$ cat src/rtl/button_pulse_gen.sv
// Push-button debouncer: turns each qualified press into a one-cycle enable strobe,
// with optional auto-repeat while held. Exports the debounced level and a repeat flag.
module button_pulse_gen #(
   parameter int unsigned DEBOUNCE_CYCLES = 4,
   parameter int unsigned HOLD_CYCLES     = 8,
   parameter int unsigned REPEAT_CYCLES   = 3
) (
   input  logic clock,
   input  logic reset,
   input  logic btn_in,
   output logic enable,
   output logic btn_level,
   output logic repeat_active
);

   typedef enum logic [2:0] {
      StIdle,
      StArm,
      StHeld,
      StRepeat,
      StRel
   } state_e;

   localparam logic [15:0] DebLast  = 16'(DEBOUNCE_CYCLES - 1);
   localparam logic [15:0] HoldLast = 16'(HOLD_CYCLES - 1);
   localparam logic [15:0] RepLast  = (REPEAT_CYCLES == 0) ? 16'd0 : 16'(REPEAT_CYCLES - 1);
   localparam bit          RepeatEn = (REPEAT_CYCLES != 0);

   state_e      state_q, state_d;
   logic [15:0] cnt_q, cnt_d;
   logic        s1_q, btn_s_q;
   logic        strobe;
   logic [15:0] cnt_inc;

   // Two-flop synchronizer; the raw input is never used past this point.
   always_ff @(posedge clock or posedge reset) begin
      if (reset) begin
         s1_q    <= 1'b0;
         btn_s_q <= 1'b0;
      end else begin
         s1_q    <= btn_in;
         btn_s_q <= s1_q;
      end
   end

   assign cnt_inc = cnt_q + 16'd1;

   always_comb begin
      state_d = state_q;
      cnt_d   = cnt_q;
      strobe  = 1'b0;
      unique case (state_q)
         StIdle: begin
            if (btn_s_q) begin
               state_d = StArm;
               cnt_d   = '0;
            end
         end
         StArm: begin
            if (!btn_s_q) begin
               state_d = StIdle;
               cnt_d   = '0;
            end else if (cnt_q == DebLast) begin
               state_d = StHeld;
               cnt_d   = '0;
               strobe  = 1'b1;
            end else begin
               cnt_d = cnt_inc;
            end
         end
         StHeld: begin
            if (!btn_s_q) begin
               state_d = StRel;
               cnt_d   = '0;
            end else if (RepeatEn && (cnt_q == HoldLast)) begin
               state_d = StRepeat;
               cnt_d   = '0;
               strobe  = 1'b1;
            end else if (cnt_q != '1) begin
               // Saturates only when auto-repeat is disabled.
               cnt_d = cnt_inc;
            end
         end
         StRepeat: begin
            if (!btn_s_q) begin
               state_d = StRel;
               cnt_d   = '0;
            end else if (cnt_q == RepLast) begin
               cnt_d  = '0;
               strobe = 1'b1;
            end else begin
               cnt_d = cnt_inc;
            end
         end
         StRel: begin
            if (btn_s_q) begin
               state_d = StHeld;
               cnt_d   = '0;
            end else if (cnt_q == DebLast) begin
               state_d = StIdle;
               cnt_d   = '0;
            end else begin
               cnt_d = cnt_inc;
            end
         end
         default: begin
            state_d = StIdle;
            cnt_d   = '0;
         end
      endcase
   end

   // Outputs are registered from the next state so they align with the transition edge.
   always_ff @(posedge clock or posedge reset) begin
      if (reset) begin
         state_q       <= StIdle;
         cnt_q         <= '0;
         enable        <= 1'b0;
         btn_level     <= 1'b0;
         repeat_active <= 1'b0;
      end else begin
         state_q       <= state_d;
         cnt_q         <= cnt_d;
         enable        <= strobe;
         btn_level     <= (state_d == StHeld) || (state_d == StRepeat) || (state_d == StRel);
         repeat_active <= (state_d == StRepeat);
      end
   end

endmodule

$ cat config.mk
export PLATFORM = sky130hd
export DESIGN_NAME = button_pulse_gen
export DESIGN_NICKNAME = d
export VERILOG_FILES = /design/src/rtl/button_pulse_gen.sv
export SDC_FILE = /design/constraint.sdc
export NUM_CORES = 1
export LEC_CHECK = 0
export CAP_MARGIN = 20
export CORE_ASPECT_RATIO = 1.2
export CORE_MARGIN = 1
export CORE_UTILIZATION = 50
export DETAILED_ROUTE_END_ITERATION = 6
export PLACE_DENSITY = 0.68
export SLEW_MARGIN = 5
export SYNTH_ARGS = -nofsm -noshare
export SYNTH_HDL_FRONTEND = slang
export SYNTH_SLANG_ARGS = --single-unit
export TNS_END_PERCENT = 30
$ cat constraint.sdc
create_clock -name clock -period 3.4 [get_ports clock]
set_clock_uncertainty 0.1 [all_clocks]
set_input_delay 0.51 -clock clock [delete_from_list [all_inputs] [get_ports clock]]
set_output_delay 0.51 -clock clock [all_outputs]
set_load 0.01 [all_outputs]
Word level (Yosys, flattened, before mapping)
Index checks and enable logic that the tools add are counted.
{"block": "word_totals", "in_bits": 3, "word_cells": 51, "register_bits": 24, "out_inout_bits": 3}
{"block": "op_classes", "muxes": 26, "eq_ne": 13, "addsub": 1, "n_reduce_logical": 4}
{"op": "16-bit 2-to-1 mux", "count": 9}
{"op": "16-bit one-hot mux with 5 select lines", "count": 1}
{"op": "16-bit by 2-bit == test with 1-bit output (second input constant)", "count": 2}
{"op": "3-bit 2-to-1 mux", "count": 8}
{"op": "16-bit by 1-bit adder with 16-bit output (second input constant)", "count": 1}
{"op": "16-bit by 3-bit == test with 1-bit output (second input constant)", "count": 1}
{"op": "16-bit != test (second input constant)", "count": 1}
{"op": "3-bit one-hot mux with 5 select lines", "count": 1}
{"op": "3-bit by 2-bit == test with 1-bit output (second input constant)", "count": 4}
{"op": "3-bit == test (second input constant)", "count": 2}
{"op": "1-bit 2-to-1 mux", "count": 6}
{"op": "4-bit != test (second input constant)", "count": 1}
{"op": "3-bit by 1-bit == test with 1-bit output (second input constant)", "count": 1}
{"op": "3-bit logical NOT", "count": 1}
{"op": "1-bit one-hot mux with 3 select lines", "count": 1}
{"op": "1-bit logical OR", "count": 2}
{"op": "2-bit != test (second input constant)", "count": 1}
{"op": "2-bit AND reduction", "count": 1}

Depth between registers and ports, before layout
{"block": "logic_depth", "word_depth": 7, "depth_mapped": 7, "mapped_depth_nobuf": 7}

Worst setup path after synthesis
No wires, ideal clock.
{"block": "synth_timing", "path_type": "register -> register", "start": "register cnt_q[0]", "end": "register cnt_q[14]", "period_less_slack_ns": 1.969, "arrival_time_ns": 1.733, "path_stages_with_launch": 7, "t_required_ns": 3.164, "setup_ns": 0.136, "path_slack_ns": 1.431, "path_buffers": 0, "cell_sequence": "dfrtp_1 > ha_1 > nand2_1 > or4_1 > nor3_1 > mux2i_1 > o22ai_2"}
{"block": "synth_between", "elab_chain_len": 5, "elab_cells_between_ends": 16, "cone_classes": "add/sub: 1; eq/ne: 5; mux: 9; reduce/logical: 1"}
{"element": "start, declared", "line": "30", "source": "logic [15:0] cnt_q, cnt_d;"}
{"element": "start signal, assigned", "line": "123", "source": "cnt_q <= cnt_d;"}
{"element": "16-bit by 1-bit adder with 16-bit output", "line": "46", "source": "assign cnt_inc = cnt_q + 16'd1;"}
{"element": "16-bit 2-to-1 mux", "line": "79", "source": "end else if (cnt_q != '1) begin"}
{"element": "16-bit 2-to-1 mux", "line": "75", "source": "end else if (RepeatEn && (cnt_q == HoldLast)) begin"}
{"element": "16-bit 2-to-1 mux", "line": "72", "source": "if (!btn_s_q) begin"}
{"element": "16-bit one-hot mux with 5 select lines", "line": "52", "source": "unique case (state_q)"}
Several ways; a longest one is shown, not always the timed one. The select of a mux whose other input is x is not followed.
A chain may end at the register's enable or synchronous reset.

Worst setup path in the final report
{"block": "layout_timing", "start": "register cnt_q[0]", "end": "register cnt_q[2]"}
The elaborated chain is that of the path after synthesis.

==> summary.md <==
| Metric | Value |
|---|---|
| Number of flops mapped to enable cells by yosys | 0 |
| Slack of the worst reg-to-reg path | 910 ps |
| Final cell count without fillers | 206 |
| All-Layer GR Usage | 24.3% |
| Total power divided by cell area | 312 nW/um^2 |
| Data arrival time at the worst-slack endpoint | 2630 ps |
| Top cells by area, synth | sky130_fd_sc_hd__dfrtp_1, sky130_fd_sc_hd__nand2_1, sky130_fd_sc_hd__o211ai_1 |
| Routed wire length | 3.45 mm |
| List of cells traversed by the critical path | ha_1 > nor4b_1 > and4_1 > a211oi_4 > o21ai_2 > o221ai_1 |
| Synth Instances | 168 |
| Switching part of the total power | 25.9% |
| Final period util | 73.3% |
| Global-route wire length before repair | 5.77 mm |
| Area share of the largest cell type after synthesis | 40.1% |
| Post-cts repair resize count | 0 |
| Die span in y | 62.0 microns |
| Worst Path Required | 3540 ps |
| Hold buffer count at cts | 0 |
| CTS Buf Count | 3 |
| Max Cap Violations | 0 |
| Per-cell routed wire length | 16.7 microns |
| Cell Rows | 21 |
| Longest Clk Path Bufs | 2 |
| Final weighted congestion in routability-driven placement | 0.845 |
| Finished Cell Area | 1610 sq um |
| Sequential share of power | 59.4% |
| Number of DRC violations after detailed routing | 0 |
| Skew-Pair Late Insertion Delay | 320 ps |
| Maximum number of pins on one net before global-route repair | 25 |
| Pin slew with the least headroom to its limit | 649 ps |
| Library cells used by synthesis | 46 |
| Commonest cells in the netlist | sky130_fd_sc_hd__nand2_1, sky130_fd_sc_hd__dfrtp_1, sky130_fd_sc_hd__o211ai_1 |
| Minimum clock period | 2490 ps |
| Hold Crit Class | flop to flop |
| Leakage power | 0.595 nW |
| Portion of the post-synthesis area used by sequential elements | 40.1% |
| Highest achievable clock rate | 0.401 GHz |
| Initial drt markers | 60 |
| Via count of the routed design | 1307 |
| Port Buf Inserts | 5 |
| Area occupied by multi-input gates | 835 sq um |
| Maximum level of the CTS H-tree | 1 |
| Initial core utilization | 53.3% |
| Clock power share | 31.6% |
| Share of layout cells above drive strength 1 | 11.0% |
| Synth-to-layout area growth | 7.18% |
| Worst setup path class | flop to flop |
| Yosys synthesis warning count | 0 |
| Clock Tree Root | sky130_fd_sc_hd__clkbuf_4 |
| Number of flip-flops and latches in the synthesized netlist | 24 |
| Final setup fails | 0 |
| Largest stage delay on the critical path | 590 ps |
| Number of optimization iterations in the first detailed-route pass | 4 |
| Kind of end point of the critical path | flop |
| Largest driver fanout on the critical path | 11 |
| Internal power | 0.371 mW |
| Run status | complete, no violations |
| Placement Cell Area | 1550 sq um |
| Sum Neg Setup Slack | 0 ps |
| Number of cells in the design after placement | 201 |
| Switch Pwr | 0.130 mW |
| Average instance area after synthesis | 8.91 sq um |
| Global-route congestion overflow total | 0 |
| Combined area of all synthesized cells | 1500 sq um |
| Overall die area | 3220 sq um |
| Top-Level Pins | 6 |
| Fill cell count | 272 |
| Fraction of synthesis flops using an asynchronous set or reset pin | 100% |
| Sinks on Clock Net | 24 |
| Area of the core | 2810 sq um |
| Via count of the first global-routing pass | 1310 |
| Pins over their slew limit | 0 |
| TritonCTS clock tree | done |
| Combinational fraction of design power | 9.0% |
| Cell at the slowest stage of the critical path | sky130_fd_sc_hd__a211oi_4 |
| Relative slew slack | 56.6% |
| Clock Pin Slew Worst Setup and Hold Paths | 140 ps |
| Startpoint Class | flop |
| Setup repair after global routing missed its margin | no |
| Post-synthesis cell type with the largest combined area | sky130_fd_sc_hd__dfrtp_1 |
| Mapped Nets | 173 |
| Final hold vios | 0 |
| Post-detail-place hpwl | 2.42 mm |
| Antenna-violating nets left | 0 |
| Most common cell in the synthesized netlist | sky130_fd_sc_hd__nand2_1 |
| ANT cells | 0 |
| Post-CTS setup buffers | 0 |
| Horiz. Die Dim | 52.0 microns |
| Worst supply voltage drop on vdd | 0.152 mV |
| Nets | 178 |
| Most used DFF post-synth | sky130_fd_sc_hd__dfrtp_1 |
| Via density | 6.34 |
| Area occupied by registers | 601 sq um |
| Initial antenna violation count | 0 |
[path summary, 6_finish.rpt]
kind                                      startpoint               endpoint  depth (start not counted)
min in group asynchronous                      reset  cnt_q[15]$_DFFE_PP0P_                          2
worst max-delay path            cnt_q[0]$_DFFE_PP0P_   cnt_q[2]$_DFFE_PP0P_                          6
worst min-delay path                  s1_q$_DFF_PP0_      btn_s_q$_DFF_PP0_                          0
worst max register to register  cnt_q[0]$_DFFE_PP0P_   cnt_q[2]$_DFFE_PP0P_                          6
worst min register to register        s1_q$_DFF_PP0_      btn_s_q$_DFF_PP0_                          0
max in group asynchronous                      reset   cnt_q[1]$_DFFE_PP0P_                          3
[cells by family after synthesis]
family / after synthesis / share of synthesized area (%)
buf+inv: 13 / 4.18
flops: 24 / 40.1
simple gates: 83 / 29.8
mux: 3 / 2.01
fa+ha+maj: 2 / 1.67
xor+xnor: 1 / 0.585
compound gates: 42 / 21.6
[per-layer routing]
metal  up-vias  global-route usage [%]  wire length, microns  share of wire, %
met5         -                       0                     0                 0
met4         0                    9.27                    55               1.6
met3         9                    2.43                   119               3.5
met2        33                    45.2                  1750                51
met1       647                    28.7                  1520                44
li1        618                       -                     -                 -
[through the flow]
| stage | util, % | hold WS [ps] | setup WS (ps) | total power [mW] |
|---|---|---|---|---|
| 2_1_floorplan | - | 231 | 1430 | 0.336 |
| 3_3_place_gp | 55.3 | 243 | 1010 | 0.345 |
| 3_5_place_dp | 55.3 | 258 | 924 | 0.347 |
| 4_1_cts | 56.6 | 298 | 881 | 0.502 |
| 5_1_grt | 57.1 | 302 | 741 | 0.527 |
| 6_report | 57.1 | 292 | 909 | 0.501 |
[layout by cell type, fill, tap and decap left out, types with 3 or more instances in the layout]
cell | synthesis | routed
sky130_fd_sc_hd__nor2_1 | 10 | 10
sky130_fd_sc_hd__o21ai_1 | 4 | 4
sky130_fd_sc_hd__clkbuf_4 | 0 | 3
sky130_fd_sc_hd__nand3_1 | 6 | 6
sky130_fd_sc_hd__or3_1 | 3 | 3
sky130_fd_sc_hd__nor4_1 | 3 | 3
sky130_fd_sc_hd__dfrtp_1 | 24 | 24
sky130_fd_sc_hd__o21a_1 | 3 | 3
sky130_fd_sc_hd__o211ai_1 | 11 | 11
sky130_fd_sc_hd__a21oi_1 | 5 | 5
sky130_fd_sc_hd__mux2i_1 | 3 | 3
sky130_fd_sc_hd__o221ai_1 | 3 | 3
sky130_fd_sc_hd__inv_1 | 6 | 6
sky130_fd_sc_hd__nand2b_1 | 4 | 4
sky130_fd_sc_hd__nand2_1 | 29 | 29
sky130_fd_sc_hd__nor3_1 | 7 | 7
sky130_fd_sc_hd__clkdlybuf4s50_1 | 0 | 5
[critical path: cells and delay by family (launching register included)]
| family | cells | cell delay (ps) |
|---|---|---|
| AO/OA/AOI/OAI | 3 | 1100 |
| flip-flops | 1 | 450 |
| adder cells (fa/ha/maj) | 1 | 300 |
| AND/OR/NAND/NOR | 2 | 450 |
[registers in the layout, summed over array words and instances (netlist names)]
signal	cells
btn_level	1
btn_s_q	1
cnt_q	16
enable	1
repeat_active	1
s1_q	1
state_q	3
[power by group through the flow]
stage / clock network (mW) / registers (mW) / logic (mW)
final: 0.158 / 0.298 / 0.0451
after global routing: 0.177 / 0.299 / 0.0505
after CTS: 0.160 / 0.298 / 0.0439
after detailed placement: 0 / 0.303 / 0.0435
after global placement: 0 / 0.303 / 0.0424
after floorplan: 0 / 0.299 / 0.0362
[cell type report]
class	instances	area share, %
Multi-Input combinational cell	131	52.0
Clock buffer	4	2.26
Tap cell	34	2.65
Timing Repair Buffer	6	4.05
Sequential cell	24	37.4
Inverter	7	1.64
Note: power is estimated with default switching activity, not from simulation.
